===== config.mk =====
export PLATFORM = sky130hd
export DESIGN_NAME = uart_rx
export DESIGN_NICKNAME = d
export VERILOG_FILES = /design/src/rtl/uart_rx.sv
export SDC_FILE = /design/constraint.sdc
export NUM_CORES = 1
export LEC_CHECK = 0
export BUFFER_PORTS_ARGS = -buffer_cell sky130_fd_sc_hd__buf_2
export CORE_MARGIN = 2
export CORE_UTILIZATION = 54
export DETAILED_ROUTE_END_ITERATION = 16
export PLACE_DENSITY = 0.74
export RECOVER_POWER = 50
export SETUP_SLACK_MARGIN = 0.1
export SLEW_MARGIN = 20
export SYNTH_ARGS = -nofsm -noshare
export SYNTH_HDL_FRONTEND = slang
export SYNTH_SLANG_ARGS = --single-unit

===== constraint.sdc =====
create_clock -name clk -period 2.1 [get_ports clk]
set_clock_uncertainty 0.2 [all_clocks]
set_input_delay 0.42 -clock clk [delete_from_list [all_inputs] [get_ports clk]]
set_output_delay 0.42 -clock clk [all_outputs]
set_load 0.01 [all_outputs]

===== src/rtl/uart_rx.sv =====
// 8N1 UART receiver driven by a 16x oversample tick. It synchronises rx, locks onto the
// start bit, samples each bit mid-period and strobes out each byte with a framing flag.
module uart_rx #(
    parameter int DBIT    = 8,
    parameter int SB_TICK = 16
) (
    input  logic            clk,
    input  logic            resetn,
    input  logic            baud_tick,
    input  logic            rx,
    output logic [DBIT-1:0] rx_data,
    output logic            rx_done_tick,
    output logic            frame_err,
    output logic            busy
);

    localparam logic [1:0] IDLE  = 2'd0;
    localparam logic [1:0] START = 2'd1;
    localparam logic [1:0] DATA  = 2'd2;
    localparam logic [1:0] STOP  = 2'd3;

    localparam logic [2:0] LAST_BIT  = 3'(DBIT - 1);
    localparam logic [4:0] STOP_LAST = 5'(SB_TICK - 1);

    logic            sync1_q, sync2_q;
    logic            rx_s;
    logic [1:0]      state_q, state_d;
    logic [4:0]      s_cnt_q, s_cnt_d;
    logic [2:0]      n_cnt_q, n_cnt_d;
    logic [DBIT-1:0] shreg_q, shreg_d;
    logic [DBIT-1:0] rx_data_q, rx_data_d;
    logic            frame_err_q, frame_err_d;
    logic            done_q, done_d;

    assign rx_s = sync2_q;

    always_ff @(posedge clk or negedge resetn) begin
        if (!resetn) begin
            sync1_q     <= 1'b1;
            sync2_q     <= 1'b1;
            state_q     <= IDLE;
            s_cnt_q     <= '0;
            n_cnt_q     <= '0;
            shreg_q     <= '0;
            rx_data_q   <= '0;
            frame_err_q <= 1'b0;
            done_q      <= 1'b0;
        end else begin
            sync1_q     <= rx;
            sync2_q     <= sync1_q;
            state_q     <= state_d;
            s_cnt_q     <= s_cnt_d;
            n_cnt_q     <= n_cnt_d;
            shreg_q     <= shreg_d;
            rx_data_q   <= rx_data_d;
            frame_err_q <= frame_err_d;
            done_q      <= done_d;
        end
    end

    always_comb begin
        state_d     = state_q;
        s_cnt_d     = s_cnt_q;
        n_cnt_d     = n_cnt_q;
        shreg_d     = shreg_q;
        rx_data_d   = rx_data_q;
        frame_err_d = frame_err_q;
        done_d      = 1'b0;
        case (state_q)
            IDLE: begin
                // Start detection is tick-independent so a start edge is never missed.
                if (!rx_s) begin
                    state_d = START;
                    s_cnt_d = '0;
                end
            end
            START: begin
                if (baud_tick) begin
                    if (s_cnt_q == 5'd7) begin
                        if (!rx_s) begin
                            state_d = DATA;
                            s_cnt_d = '0;
                            n_cnt_d = '0;
                        end else begin
                            state_d = IDLE;
                        end
                    end else begin
                        s_cnt_d = s_cnt_q + 5'd1;
                    end
                end
            end
            DATA: begin
                if (baud_tick) begin
                    if (s_cnt_q == 5'd15) begin
                        s_cnt_d = '0;
                        shreg_d = {rx_s, shreg_q[DBIT-1:1]};
                        if (n_cnt_q == LAST_BIT) begin
                            state_d = STOP;
                        end else begin
                            n_cnt_d = n_cnt_q + 3'd1;
                        end
                    end else begin
                        s_cnt_d = s_cnt_q + 5'd1;
                    end
                end
            end
            default: begin
                if (baud_tick) begin
                    if (s_cnt_q == STOP_LAST) begin
                        state_d     = IDLE;
                        s_cnt_d     = '0;
                        rx_data_d   = shreg_q;
                        frame_err_d = ~rx_s;
                        done_d      = 1'b1;
                    end else begin
                        s_cnt_d = s_cnt_q + 5'd1;
                    end
                end
            end
        endcase
    end

    assign rx_data      = rx_data_q;
    assign frame_err    = frame_err_q;
    assign rx_done_tick = done_q;
    assign busy         = (state_q != IDLE);

endmodule

After elaboration in Yosys (flattened, before gate mapping)

Index checks and enable logic that the tools add are counted.

Add/subtract/negate cells: 2
Equal/unequal tests: 13
Multiplexer cells: 26
Bitwise gates (word level): 2
Reductions and logical operators: 11

Operators by type and width:

| kind                                                | count |
|---|---|
| 2-to-1 mux 5 bit                                    | 5 |
| 2-to-1 mux 2 bit                                    | 9 |
| 2-to-1 mux 3 bit                                    | 6 |
| != test 2 bit, second input constant                | 8 |
| case mux 5 bit (2 select lines)                     | 1 |
| AND reduction 8 bit                                 | 1 |
| AND reduction 7 bit                                 | 1 |
| case mux 2 bit (3 select lines)                     | 1 |
| case mux 3 bit (2 select lines)                     | 1 |
| AND reduction 3 bit                                 | 2 |
| nonzero test 2 bit                                  | 3 |
| adder 5 x 1 -> 5 bit, second input constant         | 1 |
| equality test 5 x 3 -> 1 bit, second input constant | 1 |
| equality test 5 x 4 -> 1 bit, second input constant | 1 |
| adder 3 x 1 -> 3 bit, second input constant         | 1 |
| equality test 3 bit, second input constant          | 1 |
| 2-to-1 mux 1 bit                                    | 3 |
| nonzero test 3 bit                                  | 1 |
| OR reduction 3 bit                                  | 1 |
| equality test 2 x 1 -> 1 bit, second input constant | 1 |
| equality test 2 bit, second input constant          | 1 |
| zero test 2 bit                                     | 1 |
| NOT 1 bit                                           | 2 |
| AND reduction 2 bit                                 | 1 |

Register bits: 30
Input port bits: 4
Output and inout bits: 11
Word-level logic and storage cells: 63

Longest topological paths before layout

Gate-level depths: netlist (run 1).

Depth after elaboration: 5
Mapped depth: 6
Gate-level depth less buffers: 5

Worst setup path after synthesis (run 1)

Ideal clock, no wire load.

Path type: register -> register
Start: register s_cnt_q[0]
End: register shreg_q[0]
Library setup time: 125 ps
Data arrival time: 1551 ps
Required time: 1775 ps
Slack: 225 ps
Stages on the path, launching flop included: 6
Path buffers: 1
Period minus slack after synthesis: 1875 ps
Cell sequence: dfrtp_1 ha_1 clkbuf_2 nand4b_4 nor3_4 mux2_2

Longest elaborated chain between the ends: 2

Ends and longest elaborated chain:

| element                              | line | source |
|---|---|---|
| from (decl)                          | 28   | `logic [4:0] s_cnt_q, s_cnt_d;` |
| from (signal assigned)               | 52   | `s_cnt_q <= s_cnt_d;` |
| equality test 5 x 4 -> 1 bit         | 94   | `if (s_cnt_q == 5'd15) begin` |
| AND reduction 3 bit (no source line) | --   |  |
| to (signal assigned)                 | 54   | `shreg_q <= shreg_d;` |
| to (decl)                            | 30   | `logic [DBIT-1:0] shreg_q, shreg_d;` |

No other way between the ends.
A chain may end at the register's enable or synchronous reset.

Worst setup path after layout (run 1)

Start: register n_cnt_q[0]
End: register n_cnt_q[2]

Longest elaborated chain between the ends: 5
Elaborated cells on any way between the ends: 8
Classes of those cells: add/sub: 1; eq/ne: 2; mux: 4; reduce/logical: 1

Ends and longest elaborated chain:

| element                         | line | source |
|---|---|---|
| from (decl)                     | 29   | `logic [2:0] n_cnt_q, n_cnt_d;` |
| from (signal assigned)          | 53   | `n_cnt_q <= n_cnt_d;` |
| adder 3 x 1 -> 3 bit            | 100  | `n_cnt_d = n_cnt_q + 3'd1;` |
| 2-to-1 mux 3 bit                | 97   | `if (n_cnt_q == LAST_BIT) begin` |
| 2-to-1 mux 3 bit                | 94   |  |
| 2-to-1 mux 3 bit                | 93   | `if (baud_tick) begin` |
| case mux 3 bit (2 select lines) | 69   | `case (state_q)` |

Parallel ways exist; a longest one is shown, timed or not. The select of a mux whose other input is x is not followed.

==> flow_summary.toml, run 1 <==
[floorplanning]
die_x_um = 56.7
dieArea_um2 = 3210
io_pins = 15
die_h_um = 56.7
initial_core_util_pct = 55.8
rows = 19
core_area_um2 = 2690

[run]
max-cap-violations = 0

[detailed_routing]
wl_mm = 2.90
vias_per_cell = 5.92
drtPass1Iterations = 4
ant_nets = 0
vias = 1066
drc = 0
routedWlPerCell_um = 16.1
first_iter_violations = 14

[power_and_ir_drop]
pwr-share-comb_pct = 34.2
p_per_area_nw_per_um2 = 1020
intPower_uw = 1130
swShare_pct = 36.6
share_clk_of_total_power_pct = 21.2
leakage_uw = 0.000828
seqPwrFrac_pct = 44.6
p_sw_uw = 650
power.total_uw = 1780
vdd_ir_drop_max_mv = 0.702

[placement]
dpl.cell_count = 167
gp_congestion = 0.771
post_dp_cell_area_um2 = 1600
io_buffer_count = 14
dpl.hpwl_mm = 1.98

[critical_path]
cp_num_buf_inv = 0
path_cells = "ha_1 -> ha_1 -> or4bb_1 -> nand3_1 -> o211ai_1"
worstSetupEndpointType = "flip-flop"
path_delay_family = "simple AND/OR/NAND/NOR gates"
crit_required_ns = 2.12
path_max_fanout = 3
critPathLaunch = "n_cnt_q[0]"
crit_cells = 5
reg2reg_depth = 5
critPathKind = "reg -> reg"
arrival_ns = 1.95
slowest_stage = "or4bb_1"
critical_path.most_common_cell = "ha_1"
r2r_start = "n_cnt_q[0]"
r2r_end = "n_cnt_q[2]"
critPathLaunchType = "flip-flop"
max_stage_delay_ns = 0.56
rrSetupSlack_ns = 0.17

[synthesis]
synthesis.area_um2 = 1500
ys_seq_area_share_pct = 50.3
syn_inst = 125
synth-seq-cells = 30
synth.avg_cell_area_um2 = 12.0
ys_warn_count = 0
synthDistinctLibCells = 39
synth_nets = 133

[timing]
tightest_slew_ns = 0.695
timing.setup.tns_ns = 0
maxSlewViolCount = 0
fmax_ghz = 0.517
fin_crit_sh_pct = 92.1
setup_viol = 0
maxSlewHeadroom_pct = 53.7
rsz0062_at_grt = "false"
layout_min_cycle_time_ns = 1.93
hold_violations = 0

[global_routing]
grt_max_degree = 31
met3_usage_pct = 7.60
use_met1_pct = 24.4
grt_busiest_layer = "met2"
track_usage_pct = 20.3
use_met2_pct = 33.4
grt_pass1_vias = 1047
grt_pass1_wl_mm = 4.80
grt-ovfl-total = 0
grt_antenna_before_repair = 0

[final_layout]
final_common_cell = "dfrtp_1"
layout_common_cells = "26 x dfrtp_1, 16 x mux2_2, 10 x buf_2"
finalNonFillerCells = 180
drive_above_1_share_pct = 36.9
post-route-util_pct = 64.7
areaGrowthSynthToFinish_pct = 16.0
finalInstanceArea_um2 = 1740
fillers = 214
antennaDiodeCount = 0
seqCellArea_um2 = 756
final_net_count = 156
multi_input_area_um2 = 694

[clock_network]
cts_tree = "built"
clkSlewWorstSetupHoldPaths_ns = 0.11
cts_root_buffer = "clkbuf_4"
cts_buffers = 5
cts_sinks = 30
cts_max_path_buffers = 2
clk_latency_ns = 0.34
cts-htree-levels = 2

[min_path]
min_from = "sync1_q"
hp-class = "reg -> reg"
holdPathStages = 0
min_to = "rx_s"

[status]
status = "finished clean"
==> worst register-to-register path: stages (launching register included) <==
cell and delay (ns):
dfrtp_1 0.42, ha_1 0.21, ha_1 0.21, or4bb_1 0.56
nand3_1 0.12, o211ai_1 0.09
==> layer usage <==
layer | part of all wire (%) | up-vias
li1 | - | 508
met1 | 44 | 533
met2 | 51 | 20
met3 | 3.3 | 5
met4 | 1.4 | 0
met5 | 0 | -
==> worst max-delay path by stage <==
stage,to,slack (ns)
after global routing,busy,0.11
after global placement,shreg_q[4],0.20
after CTS,s_cnt_q[1],0.15
after floorplan,shreg_q[0],0.22
after detailed placement,shreg_q[5],0.11
final,n_cnt_q[2],0.17
==> what timing repair did <==
action | 4_1_cts | 5_1_grt
pin swaps | 1 | 0
hold buffers | 2 | 0
gates resized for setup | 3 | 3
buffers inserted | 3 | 0
setup endpoints to repair | 2 | 15
endpoints found under the hold margin | 29 | 0
==> synthesized netlist by cell type <==
library cell	n	share of area, %
nor3_1	1	0.33
nor2_1	1	0.25
nand2_1	4	1.0
o31a_1	1	0.58
a22oi_1	1	0.50
and4b_1	1	0.67
o21ai_0	1	0.33
a31oi_1	3	1.3
nor4bb_1	1	0.67
dfrtp_1	28	47
mux2_2	16	12
o211ai_1	4	2.0
or4bb_1	1	0.75
o32ai_1	1	0.58
nand4bb_1	2	1.5
ha_1	4	3.3
a211oi_1	2	1.0
nor3b_1	1	0.50
a21oi_1	2	0.67
buf_2	4	1.3
nand4b_4	1	1.6
nand3_1	4	1.3
nor2_4	1	0.75
a311o_1	1	0.67
clkbuf_1	2	0.50
o22a_1	2	1.2
or2_2	2	0.84
clkbuf_2	1	0.33
mux2i_1	2	1.3
nor3_4	1	1.1
nand4_1	4	1.7
inv_1	9	2.3
nor2b_1	4	1.7
nand3b_1	5	2.5
a221oi_1	1	0.58
dfstp_2	2	3.5
o21ba_2	1	0.67
o22ai_1	2	0.84
and3b_1	1	0.58
==> power by group through the flow <==
| stage | logic (uW) | registers [uW] | clock network (uW) |
|---|---|---|---|
| floorplan | 457 | 750 | 0 |
| global placement | 506 | 815 | 0 |
| detailed placement | 531 | 823 | 0 |
| CTS | 591 | 787 | 378 |
| global route | 669 | 806 | 415 |
| finish | 608 | 793 | 376 |
==> registers in the layout (all words and copies together) (netlist names) <==
signal / count
s_cnt_q: 5
rx_done_tick: 1
n_cnt_q: 3
frame_err: 1
state_q: 2
sync1_q: 1
rx_data: 8
shreg_q: 8
rx_s: 1
==> layout make-up <==
type                            count  share of cell area [%]
Clock buffer                        6                    2.95
Clock inverter                      2                   0.720
Inverter                            9                    1.94
Timing Repair Buffer               23                    8.71
Sequential cell                    30                    43.5
Tap cell                           31                    2.23
Multi-Input combinational cell     79                    40.0
==> through the flow <==
stage          setup slack, ns  hold slack [ns]
2_1_floorplan            0.225          -0.0756
3_3_place_gp             0.200            0.150
3_5_place_dp             0.114            0.152
4_1_cts                  0.153            0.165
5_1_grt                  0.115            0.172
6_report                 0.166            0.164
==> cell families after synthesis <==
group | count (synthesis) | share of synthesized area [%]
adders and majority gates | 4 | 3.34
muxes | 18 | 13.4
AOI/OAI and AO/OA | 22 | 10.9
and+or+nand+nor | 35 | 17.7
buffers and inverters | 16 | 4.43
DFF | 30 | 50.3
Note: power is estimated with default switching activity, not from simulation.
==> inputs of run 2 (changes only) <==
--- a/config.mk
+++ b/config.mk
@@ -6,10 +6,12 @@
 export NUM_CORES = 1
 export LEC_CHECK = 0
 export BUFFER_PORTS_ARGS = -buffer_cell sky130_fd_sc_hd__buf_2
+export CELL_PAD_IN_SITES_DETAIL_PLACEMENT = 0
+export CELL_PAD_IN_SITES_GLOBAL_PLACEMENT = 1
 export CORE_MARGIN = 2
-export CORE_UTILIZATION = 54
+export CORE_UTILIZATION = 46
 export DETAILED_ROUTE_END_ITERATION = 16
-export PLACE_DENSITY = 0.74
+export PLACE_DENSITY_LB_ADDON = 0.1
 export RECOVER_POWER = 50
 export SETUP_SLACK_MARGIN = 0.1
 export SLEW_MARGIN = 20
==> flow_summary.toml, run 2 (synthesized netlist as in run 1, its figures left out) <==
[status]
status = "finished clean"

[critical_path]
crit_cells = 3
path_delay_family = "flip-flops"
max_stage_delay_ns = 0.42
cp_num_buf_inv = 2
path_cells = "buf_4 -> or2_4 -> buf_2"
arrival_ns = 1.30
crit_required_ns = 1.48
slowest_stage = "dfrtp_2"
worstSetupEndpointType = "output port"
reg2reg_depth = 5
critPathKind = "reg -> out"
path_max_fanout = 10
critPathLaunchType = "flip-flop"

[global_routing]
grt_pass1_vias = 994
grt_busiest_layer = "met2"
grt-ovfl-total = 0
grt_antenna_before_repair = 0
grt_max_degree = 31
use_met2_pct = 26.7
met3_usage_pct = 5.67
track_usage_pct = 17.9
use_met1_pct = 24.7
grt_pass1_wl_mm = 4.80

[clock_network]
cts-htree-levels = 2
cts_buffers = 5
cts_root_buffer = "clkbuf_4"
cts_sinks = 30
clk_latency_ns = 0.33
clkSlewWorstSetupHoldPaths_ns = 0.11
cts_tree = "built"
cts_max_path_buffers = 2

[final_layout]
layout_common_cells = "27 x dfrtp_1, 16 x mux2_2, 10 x buf_2"
drive_above_1_share_pct = 37.3
antennaDiodeCount = 0
fillers = 279
final_common_cell = "dfrtp_1"
areaGrowthSynthToFinish_pct = 18.4
final_net_count = 157

[min_path]
hp-class = "reg -> reg"
holdPathStages = 0

[detailed_routing]
vias = 1066
first_iter_violations = 114
routedWlPerCell_um = 14.7
vias_per_cell = 5.49
drc = 0
drtPass1Iterations = 4
wl_mm = 2.85
ant_nets = 0

[timing]
layout_min_cycle_time_ns = 1.92
rsz0062_at_grt = "false"
final.setup.worst_slack_ns = 0.176
fmax_ghz = 0.520
tightest_slew_ns = 0.730
timing.setup.tns_ns = 0
maxSlewViolCount = 0
maxSlewHeadroom_pct = 51.3
hold_violations = 0
fin_crit_sh_pct = 91.6
setup_viol = 0

[power_and_ir_drop]
p_per_area_nw_per_um2 = 1000
pwr-share-comb_pct = 34.6
p_sw_uw = 641
seqPwrFrac_pct = 44.9
vdd_ir_drop_max_mv = 0.548
intPower_uw = 1140
swShare_pct = 36.1
share_clk_of_total_power_pct = 20.6
leakage_uw = 0.000842

[placement]
io_buffer_count = 14
dp_slack_ns = 0.130
gp_congestion = 0.776
dpl.hpwl_mm = 1.93

[floorplanning]
rows = 20
die_x_um = 61.1
io_pins = 15
dieArea_um2 = 3730
core_area_um2 = 3080
initial_core_util_pct = 48.7
die_h_um = 61.1

[run]
max-cap-violations = 0
run 2: worst reg2reg max path, delay by kind of cell (launching register included):
family                     cells  cell delay [ns]
adders and majority gates      2             0.43
DFF                            1             0.40
and+or+nand+nor                2             0.66
AOI/OAI and AO/OA              1             0.09
run 2: area by class of cell:
| cell class | instances | area [um2] | share of cell area [%] |
|---|---|---|---|
| multi-input combinational | 79 | 707 | 39.9 |
| timing repair buffer | 24 | 159 | 8.96 |
| clock buffer | 6 | 51.3 | 2.89 |
| inverter | 9 | 33.8 | 1.91 |
| sequential | 30 | 754 | 42.6 |
| clock inverter | 2 | 12.5 | 0.706 |
| tap | 44 | 55.1 | 3.11 |
run 2: final timing paths:
kind	to	slack, ns	from
min in group asynchronous	n_cnt_q[2]	0.46	resetn
setup / recovery	busy	0.18	state_q[1]
setup reg to reg	n_cnt_q[1]	0.20	n_cnt_q[0]
hold reg to reg	rx_s	0.16	sync1_q
max in group asynchronous	state_q[1]	0.73	resetn
hold / removal	rx_s	0.16	sync1_q
run 2: what timing repair did:
action	CTS	global route
pin swaps	0	2
buffers inserted	2	2
setup endpoints to repair	1	22
hold endpoints to repair	29	0
resized for setup	2	5
hold buffers	2	0
run 2: routing by layer:
layer  wire (um)  vias to the layer above
li1            -                      515
met1        1360                      527
met2        1340                       20
met3         115                        4
met4          33                        0
met5           0                        -
run 2: per-stage QoR:
stage	util [%]	cells	area [um2]	hold slack, ns	total power (uW)
final	57.6	194	1770	0.159	1780
after global routing	57.6	194	1770	0.169	1910
after CTS	56.0	192	1720	0.161	1750
after detailed placement	52.6	180	1620	0.147	1350
after floorplan	-	125	1500	-0.0756	1210
after global placement	52.6	180	1620	0.147	1330
run 2: power by group through the flow:
| stage | Clock, uW | Sequential [uW] | Combinational (uW) |
|---|---|---|---|
| CTS | 385 | 783 | 586 |
| finish | 365 | 797 | 614 |
| detailed placement | 0 | 818 | 532 |
| global placement | 0 | 810 | 522 |
| floorplan | 0 | 750 | 457 |
| global route | 410 | 815 | 685 |
